[src/rtl/dmem_arbiter_if.sv]
// Requester/memory-side signal bundle for the two-port data memory arbiter.
// The slave modport is the arbiter's view; master is the environment's view.
interface dmem_arbiter_if #(
    parameter int AW = 32,
    parameter int DW = 32
);
    logic          req0, req1;
    logic          lock0, lock1;
    logic          we0, we1;
    logic [AW-1:0] addr0, addr1;
    logic [DW-1:0] wdata0, wdata1;
    logic          gnt0, gnt1;
    logic          rvalid0, rvalid1;
    logic [DW-1:0] rdata0, rdata1;
    logic [AW-1:0] mem_addr;
    logic [DW-1:0] mem_wdata;
    logic          mem_we;
    logic [DW-1:0] mem_rdata;
    logic          busy;

    modport slave (
        input  req0, req1, lock0, lock1, we0, we1, addr0, addr1, wdata0, wdata1, mem_rdata,
        output gnt0, gnt1, rvalid0, rvalid1, rdata0, rdata1, mem_addr, mem_wdata, mem_we, busy
    );

    modport master (
        output req0, req1, lock0, lock1, we0, we1, addr0, addr1, wdata0, wdata1, mem_rdata,
        input  gnt0, gnt1, rvalid0, rvalid1, rdata0, rdata1, mem_addr, mem_wdata, mem_we, busy
    );
endinterface

[src/rtl/dmem_arbiter.sv]
// Round-robin arbiter sharing one single-port data memory between the MEM stage
// (requester 0) and the DMA loader (requester 1), with locked bursts of up to MAX_BURST beats.
module dmem_arbiter #(
    parameter int AW        = 32,
    parameter int DW        = 32,
    parameter int MAX_BURST = 8
) (
    input  logic           clk,
    input  logic           rst,
    dmem_arbiter_if.slave  bus
);
    localparam int             CW       = (MAX_BURST > 1) ? $clog2(MAX_BURST) : 1;
    localparam logic [CW-1:0]  CNT_LAST = CW'(MAX_BURST - 1);

    typedef enum logic [1:0] {IDLE, OWN0, OWN1} state_e;

    state_e        state_q, state_d;
    logic          last_q, last_d;
    logic [CW-1:0] cnt_q, cnt_d;
    logic          rvalid0_q, rvalid1_q;
    logic [DW-1:0] rdata0_q, rdata1_q;

    logic beat0, beat1;
    logic own_req, own_lock, other_req, release_own;

    // A beat needs both ownership (registered) and a live request from the owner.
    assign beat0 = (state_q == OWN0) && bus.req0;
    assign beat1 = (state_q == OWN1) && bus.req1;

    always_comb begin
        bus.mem_we    = 1'b0;
        bus.mem_addr  = '0;
        bus.mem_wdata = '0;
        if (beat0) begin
            bus.mem_we    = bus.we0;
            bus.mem_addr  = bus.addr0;
            bus.mem_wdata = bus.wdata0;
        end else if (beat1) begin
            bus.mem_we    = bus.we1;
            bus.mem_addr  = bus.addr1;
            bus.mem_wdata = bus.wdata1;
        end
    end

    always_comb begin
        state_d     = state_q;
        last_d      = last_q;
        cnt_d       = cnt_q;
        own_req     = 1'b0;
        own_lock    = 1'b0;
        other_req   = 1'b0;
        case (state_q)
            OWN0: begin
                own_req   = bus.req0;
                own_lock  = bus.lock0;
                other_req = bus.req1;
            end
            OWN1: begin
                own_req   = bus.req1;
                own_lock  = bus.lock1;
                other_req = bus.req0;
            end
            default: ;
        endcase
        // Owner gives up after an unlocked beat, the last allowed burst beat, or an idle cycle.
        release_own = !own_req || !own_lock || (cnt_q == CNT_LAST);

        if (state_q == IDLE) begin
            cnt_d = '0;
            if (bus.req0 && (!bus.req1 || last_q)) begin
                state_d = OWN0;
                last_d  = 1'b0;
            end else if (bus.req1) begin
                state_d = OWN1;
                last_d  = 1'b1;
            end
        end else if (release_own) begin
            cnt_d = '0;
            if (other_req) begin
                state_d = (state_q == OWN0) ? OWN1 : OWN0;
                last_d  = (state_q == OWN0);
            end else if (!own_req) begin
                state_d = IDLE;
            end
        end else begin
            cnt_d = cnt_q + 1'b1;
        end
    end

    always_ff @(posedge clk or negedge rst) begin
        if (!rst) begin
            state_q   <= IDLE;
            last_q    <= 1'b1;
            cnt_q     <= '0;
            rvalid0_q <= 1'b0;
            rvalid1_q <= 1'b0;
            rdata0_q  <= '0;
            rdata1_q  <= '0;
        end else begin
            state_q   <= state_d;
            last_q    <= last_d;
            cnt_q     <= cnt_d;
            rvalid0_q <= beat0 && !bus.we0;
            rvalid1_q <= beat1 && !bus.we1;
            if (beat0 && !bus.we0) rdata0_q <= bus.mem_rdata;
            if (beat1 && !bus.we1) rdata1_q <= bus.mem_rdata;
        end
    end

    assign bus.gnt0    = (state_q == OWN0);
    assign bus.gnt1    = (state_q == OWN1);
    assign bus.busy    = (state_q != IDLE);
    assign bus.rvalid0 = rvalid0_q;
    assign bus.rvalid1 = rvalid1_q;
    assign bus.rdata0  = rdata0_q;
    assign bus.rdata1  = rdata1_q;
endmodule

[src/flat_wrapper.sv]
// flat-port wrapper written by rule: the top's interface ports become plain ports
module dmem_arbiter_flat 
#(
    parameter int AW        = 32,
    parameter int DW        = 32,
    parameter int MAX_BURST = 8
)
  (clk, rst, bus_req0, bus_req1, bus_lock0, bus_lock1, bus_we0, bus_we1, bus_addr0, bus_addr1, bus_wdata0, bus_wdata1, bus_mem_rdata, bus_gnt0, bus_gnt1, bus_rvalid0, bus_rvalid1, bus_rdata0, bus_rdata1, bus_mem_addr, bus_mem_wdata, bus_mem_we, bus_busy);
  dmem_arbiter_if #(.AW(AW), .DW(DW)) bus_i ();
  input  logic clk;
  input  logic rst;
  input wire logic [$bits(bus_i.req0)-1:0] bus_req0;
  input wire logic [$bits(bus_i.req1)-1:0] bus_req1;
  input wire logic [$bits(bus_i.lock0)-1:0] bus_lock0;
  input wire logic [$bits(bus_i.lock1)-1:0] bus_lock1;
  input wire logic [$bits(bus_i.we0)-1:0] bus_we0;
  input wire logic [$bits(bus_i.we1)-1:0] bus_we1;
  input wire logic [$bits(bus_i.addr0)-1:0] bus_addr0;
  input wire logic [$bits(bus_i.addr1)-1:0] bus_addr1;
  input wire logic [$bits(bus_i.wdata0)-1:0] bus_wdata0;
  input wire logic [$bits(bus_i.wdata1)-1:0] bus_wdata1;
  input wire logic [$bits(bus_i.mem_rdata)-1:0] bus_mem_rdata;
  output wire logic [$bits(bus_i.gnt0)-1:0] bus_gnt0;
  output wire logic [$bits(bus_i.gnt1)-1:0] bus_gnt1;
  output wire logic [$bits(bus_i.rvalid0)-1:0] bus_rvalid0;
  output wire logic [$bits(bus_i.rvalid1)-1:0] bus_rvalid1;
  output wire logic [$bits(bus_i.rdata0)-1:0] bus_rdata0;
  output wire logic [$bits(bus_i.rdata1)-1:0] bus_rdata1;
  output wire logic [$bits(bus_i.mem_addr)-1:0] bus_mem_addr;
  output wire logic [$bits(bus_i.mem_wdata)-1:0] bus_mem_wdata;
  output wire logic [$bits(bus_i.mem_we)-1:0] bus_mem_we;
  output wire logic [$bits(bus_i.busy)-1:0] bus_busy;
  assign bus_i.req0 = bus_req0;
  assign bus_i.req1 = bus_req1;
  assign bus_i.lock0 = bus_lock0;
  assign bus_i.lock1 = bus_lock1;
  assign bus_i.we0 = bus_we0;
  assign bus_i.we1 = bus_we1;
  assign bus_i.addr0 = bus_addr0;
  assign bus_i.addr1 = bus_addr1;
  assign bus_i.wdata0 = bus_wdata0;
  assign bus_i.wdata1 = bus_wdata1;
  assign bus_i.mem_rdata = bus_mem_rdata;
  assign bus_gnt0 = bus_i.gnt0;
  assign bus_gnt1 = bus_i.gnt1;
  assign bus_rvalid0 = bus_i.rvalid0;
  assign bus_rvalid1 = bus_i.rvalid1;
  assign bus_rdata0 = bus_i.rdata0;
  assign bus_rdata1 = bus_i.rdata1;
  assign bus_mem_addr = bus_i.mem_addr;
  assign bus_mem_wdata = bus_i.mem_wdata;
  assign bus_mem_we = bus_i.mem_we;
  assign bus_busy = bus_i.busy;
  dmem_arbiter #(.AW(AW), .DW(DW), .MAX_BURST(MAX_BURST)) u_core (.clk(clk), .rst(rst), .bus(bus_i));
endmodule
[config.mk]
export PLATFORM = sky130hd
export DESIGN_NAME = dmem_arbiter_flat
export DESIGN_NICKNAME = d
export VERILOG_FILES = /design/src/rtl/dmem_arbiter_if.sv /design/src/rtl/dmem_arbiter.sv /design/src/flat_wrapper.sv
export SDC_FILE = /design/constraint.sdc
export NUM_CORES = 1
export LEC_CHECK = 0
export BUFFER_PORTS_ARGS = -buffer_cell sky130_fd_sc_hd__buf_4
export CAP_MARGIN = 20
export CELL_PAD_IN_SITES_DETAIL_PLACEMENT = 1
export CELL_PAD_IN_SITES_GLOBAL_PLACEMENT = 1
export CORE_AREA = 2 2 118 120
export CTS_CLUSTER_SIZE = 25
export DETAILED_ROUTE_END_ITERATION = 10
export DIE_AREA = 0 0 120 122
export HOLD_SLACK_MARGIN = 0.08
export MAX_ROUTING_LAYER = met4
export PLACE_DENSITY = 0.85
export SLEW_MARGIN = 25
export SYNTH_ARGS = -nofsm -noshare
export SYNTH_HDL_FRONTEND = slang
export SYNTH_SLANG_ARGS = --single-unit
[constraint.sdc]
create_clock -name clk -period 4.5 [get_ports clk]
set_clock_uncertainty 0.1 [all_clocks]
set_input_delay 0.225 -clock clk [delete_from_list [all_inputs] [get_ports clk]]
set_output_delay 0.225 -clock clk [all_outputs]
set_load 0.05 [all_outputs]
**Word-level counts from Yosys, hierarchy flattened**

Cells that the tools add are included.

- Register bits: 72
- Output and inout port bits: 134

- Add/subtract/negate cells: 1
- Equality and inequality tests: 5
- Mux-type cells: 23
- Reduce and logical (&&, ||, !) cells: 19

Operators with widths:

| kind | number |
|---|---|
| $mux W32 | 4 |
| $mux W2 | 7 |
| $mux W1 | 7 |
| $mux W3 | 2 |
| $ne A3 B3 Y1 const B | 2 |
| $pmux W1 S2 | 3 |
| $reduce_and A3 Y1 | 2 |
| $reduce_bool A2 Y1 | 3 |
| $logic_and A1 B1 Y1 | 5 |
| $logic_not A1 Y1 | 5 |
| $add A3 B1 Y3 const B | 1 |
| $eq A3 B3 Y1 const B | 1 |
| $logic_or A1 B1 Y1 | 3 |
| $eq A2 B1 Y1 const B | 1 |
| $eq A2 B2 Y1 const B | 1 |
| $logic_not A2 Y1 | 1 |

**Longest topological paths before layout**

- Depth in word-level cells: 7
- Gate-level depth with buffers: 9
- Mapped depth without buffers: 7

**Least setup slack after synthesis**

Ideal clock, no wire load.

- Kind: register -> output
- Start point: reg u_core.state_q[1]
- End point: out bus_mem_addr[10]
- Arrival: 2.065 ns
- Required time: 4.175 ns
- Path slack: 2.110 ns
- Cell stages (with the launch flop): 7
- Buffers on the path: 2
- Cells stage by stage: dfrtp_1 inv_1 ha_1 and2_4 buf_2 buf_2 a22o_1

- Elaborated cells on any way between the ends: 6
- Those cells by class: 2 x eq/ne; 2 x mux; 2 x reduce/logical

RTL lines:

| item | RTL line | source |
|---|---|---|
| start: declaration | dmem_arbiter.sv:17 | `state_e state_q, state_d;` |
| start signal: assignment | dmem_arbiter.sv:100 | `state_q <= state_d;` |
| $eq A2 B1 Y1 | -- |  |
| net bus_gnt0 | flat_wrapper.sv:23 | `output wire logic [$bits(bus_i.gnt0)-1:0] bus_gnt0;` |
| $logic_and A1 B1 Y1 | dmem_arbiter.sv:27 | `assign beat0 = (state_q == OWN0) && bus.req0;` |
| $mux W32 | dmem_arbiter.sv:34 | `if (beat0) begin` |
| end: declaration | flat_wrapper.sv:29 | `output wire logic [$bits(bus_i.mem_addr)-1:0] bus_mem_addr;` |

The timed path passes the listed nets, and every way through them passes these cells.

**Final worst setup path**

- Start point: reg u_core.state_q[1]
- End point: out bus_mem_wdata[7]

- Longest elaborated chain between the ends: 4
- Elaborated cells on any way between the ends: 6
- Those cells by class: 2 x eq/ne; 2 x mux; 2 x reduce/logical

Ends and longest elaborated chain:

| item | RTL line | source |
|---|---|---|
| $eq A2 B2 Y1 | dmem_arbiter.sv:28 | `assign beat1 = (state_q == OWN1) && bus.req1;` |
| $logic_and A1 B1 Y1 | dmem_arbiter.sv:28 |  |
| $mux W32 | dmem_arbiter.sv:38 | `end else if (beat1) begin` |
| $mux W32 * | dmem_arbiter.sv:34 |  |
| end: declaration | flat_wrapper.sv:30 | `output wire logic [$bits(bus_i.mem_wdata)-1:0] bus_mem_wdata;` |

Every way passes the cells marked *; elsewhere a longest branch is shown, timed or not.

==> results.md <==
- Worst setup path end: bus_mem_wdata[7]
- RSZ-0062 raised after global routing: no
- Startpoint types: register
- Placed Cells: 789
- Worst R2R End: u_core.bus.rdata0[31]
- Slew Limit Headroom: 0.401
- Clock Latency Late Sink: 0.32 ns
- WP data required: 4.18 ns
- Layout cell share with drive strength beyond 1: 0.543
- Die Wd: 120 µm
- Final Cell Area: 0.00663 mm²
- Total grt overflow: 0
- Status: complete, no violations
- All-layer global routing usage: 0.219
- Vias in the first global route: 4388
- Setup crit end kind: output port
- CP Max Fanout: 67
- # setup viols final: 0
- FILL cells: 1537
- IO buf count: 301
- Post-synthesis cell area: 0.00361 mm²
- R2R Path Start: u_core.state_q[1]
- Detailed Route WL: 16200 µm
- PwrDens: 774 mW/mm²
- Maximum vdd drop: 541 µV
- Die Ht: 122 µm
- Via count: 3935
- Initial antenna violation count: 1
- Core ar.: 0.0135 mm²
- Clock sinks: 72
- Final HPWL DP: 11800 µm
- Routed WL per cell: 19.4 µm
- Crit path from: u_core.state_q[1]
- CTS buffer count: 9
- Yosys warnings: 0
- Initial Utilization: 0.268
- Max-cap violation count: 0
- Drt first pass iters: 4
- First-pass GRT wire length: 24200 µm
- Final period utilization: 0.689
- P_leak: 3.56 nW
- Worst EP arrival: 2.78 ns
- Post-synthesis sequential area ratio: 0.499
- Mapped Nets: 504
- Largest net degree at the start of global routing: 73
- Area occupied by multi-input gates: 0.00163 mm²
- CTS tree: built
- Slew @ Worst Pin: 0.898 ns
- H-Tree Depth: 3
- Fin cells: 839
- Io pins: 302
- Final #Nets: 826
- Drt via density: 4.69
- R2R depth: 6
- Syn_area_per_cell: 10.9 µm²
- # DRC: 0
- Area after DPL: 0.00598 mm²
- Fin crit period: 3.10 ns
- Max-slew violation count: 0
- Synth Instances: 331
- Number of synthesized register bits: 72
- Die footprint: 0.0146 mm²
- Worst min-delay path class: in2reg
- Worst-path clk slew: 0.05 ns
- Synth cell types: 30
- FP Rows: 43
- F_max: 322 MHz
- Worst reg2reg setup slack: 1.51 ns
- FF/Latch Area: 0.00180 mm²
- Setup CP Type: reg2out
- Gpl congestion: 0.916
- CTS Buffer Depth: 2
- Setup Fix Bufs, Post-CTS: 0
- DR iter-0 viols: 184
- Hold Violations, Final: 0
- Root Buffer Master: clkbuf_16
- Post-route ant nets: 0
- P&R area growth vs syn: 83.6%
- Setup TNS: 0 ns
repair_timing:
action,4_1_cts,5_1_grt
resized for setup,0,0
endpoints found under the setup margin,0,0
endpoints found under the hold margin,135,0
hold buffers,33,0
power breakdown:
group,switching [W],internal (W)
clock,0.000280,0.000488
sequential,0.000189,0.000955
combinational,0.00219,0.00104
synth_stat cells:
cell,instances,area share
buf_2,16,0.022
nor2b_1,2,0.0035
mux2_2,13,0.041
nand2b_1,2,0.0035
nor3_1,1,0.0014
and2_4,1,0.0024
a21o_1,3,0.0062
and2_1,2,0.0035
mux2_4,19,0.079
clkbuf_1,3,0.0031
a22oi_1,3,0.0062
nand2_1,99,0.10
o21ai_0,3,0.0042
inv_2,1,0.0010
nor4b_4,1,0.0066
o32a_1,1,0.0028
or2_1,1,0.0017
ha_1,5,0.017
inv_6,1,0.0024
a21oi_1,1,0.0014
o22ai_1,1,0.0017
nor2_1,3,0.0031
nand2b_2,1,0.0024
a22o_1,66,0.16
buf_12,1,0.0055
inv_1,4,0.0042
dfstp_2,1,0.0073
buf_6,2,0.0062
dfrtp_1,71,0.49
buf_4,3,0.0062
how the worst min path moves through the flow:
stage	startpoint	to	slack [ns]	cells after the start
floorplan	rst	u_core.bus.rdata0[0]	-0.17	0
global placement	rst	u_core.bus.rdata0[7]	0.30	1
detailed placement	rst	u_core.bus.rdata1[5]	0.31	1
CTS	bus_req0	u_core.last_q	0.25	4
global route	bus_req0	u_core.last_q	0.34	4
finish	bus_req0	u_core.last_q	0.25	4
layout by cell type, fill, tap and decap left out, drive strengths merged:
cell	n
mux2	32
nand2	99
dfstp	1
ha	5
dfrtp	71
diode	1
nand2b	3
a21o	3
o21ai	3
o32a	1
and2	3
a22o	66
nor3	1
clkbuf	10
a22oi	3
nor2b	2
or2	1
clkinvlp	1
bufinv	2
nor2	3
nor4b	1
inv	6
dlygate4sd3	33
buf	303
o22ai	1
clkinv	3
a21oi	1
critical path, cell delays in order, from the launching register on:
cell and delay, ns:
dfrtp_1 0.38, inv_1 0.08, ha_1 0.27, and2_4 0.40
nor2_4 0.63, buf_12 0.28, a22o_1 0.17, buf_4 0.21
cells by family after synthesis:
| family | after synthesis | synth area share |
|---|---|---|
| AO/OA/AOI/OAI | 78 | 0.182 |
| adder cells (fa/ha/maj) | 5 | 0.0173 |
| buffers and inverters | 31 | 0.0509 |
| flip-flops | 72 | 0.499 |
| multiplexers | 32 | 0.119 |
| AND/OR/NAND/NOR | 113 | 0.131 |
layout make-up:
class                      instances  area share
inverter                           6     0.00415
multi-input combinational        228       0.246
sequential                        72       0.272
clock inverter                     6      0.0141
tap                              180      0.0340
antenna                            1    0.000377
clock buffer                      10      0.0345
timing repair buffer             336       0.395
per-layer routing:
layer	up-vias	GRT usage	part of all wire
li1	1809	-	-
met4	0	0.0794	0.022
met3	26	0.0529	0.067
met1	1919	0.231	0.37
met2	181	0.399	0.55
met5	-	-	0
flip-flops by register name, summed over array words and instances (netlist names):
signal	cells
u_core.bus.rdata1	32
u_core.last_q	1
u_core.bus.rvalid0	1
u_core.bus.rvalid1	1
u_core.state_q	2
u_core.cnt_q	3
u_core.bus.rdata0	32
metrics by stage:
stage / utilization / worst slack, ns / total power (W) / hold slack [ns]
after floorplan: - / 2.11 / 0.00330 / -0.171
after global placement: 0.441 / 1.58 / 0.00425 / 0.304
after detailed placement: 0.443 / 1.48 / 0.00434 / 0.312
after CTS: 0.491 / 1.36 / 0.00516 / 0.250
after global routing: 0.491 / 1.19 / 0.00536 / 0.336
final: 0.491 / 1.40 / 0.00513 / 0.249
Note: power is estimated with default switching activity, not from simulation.
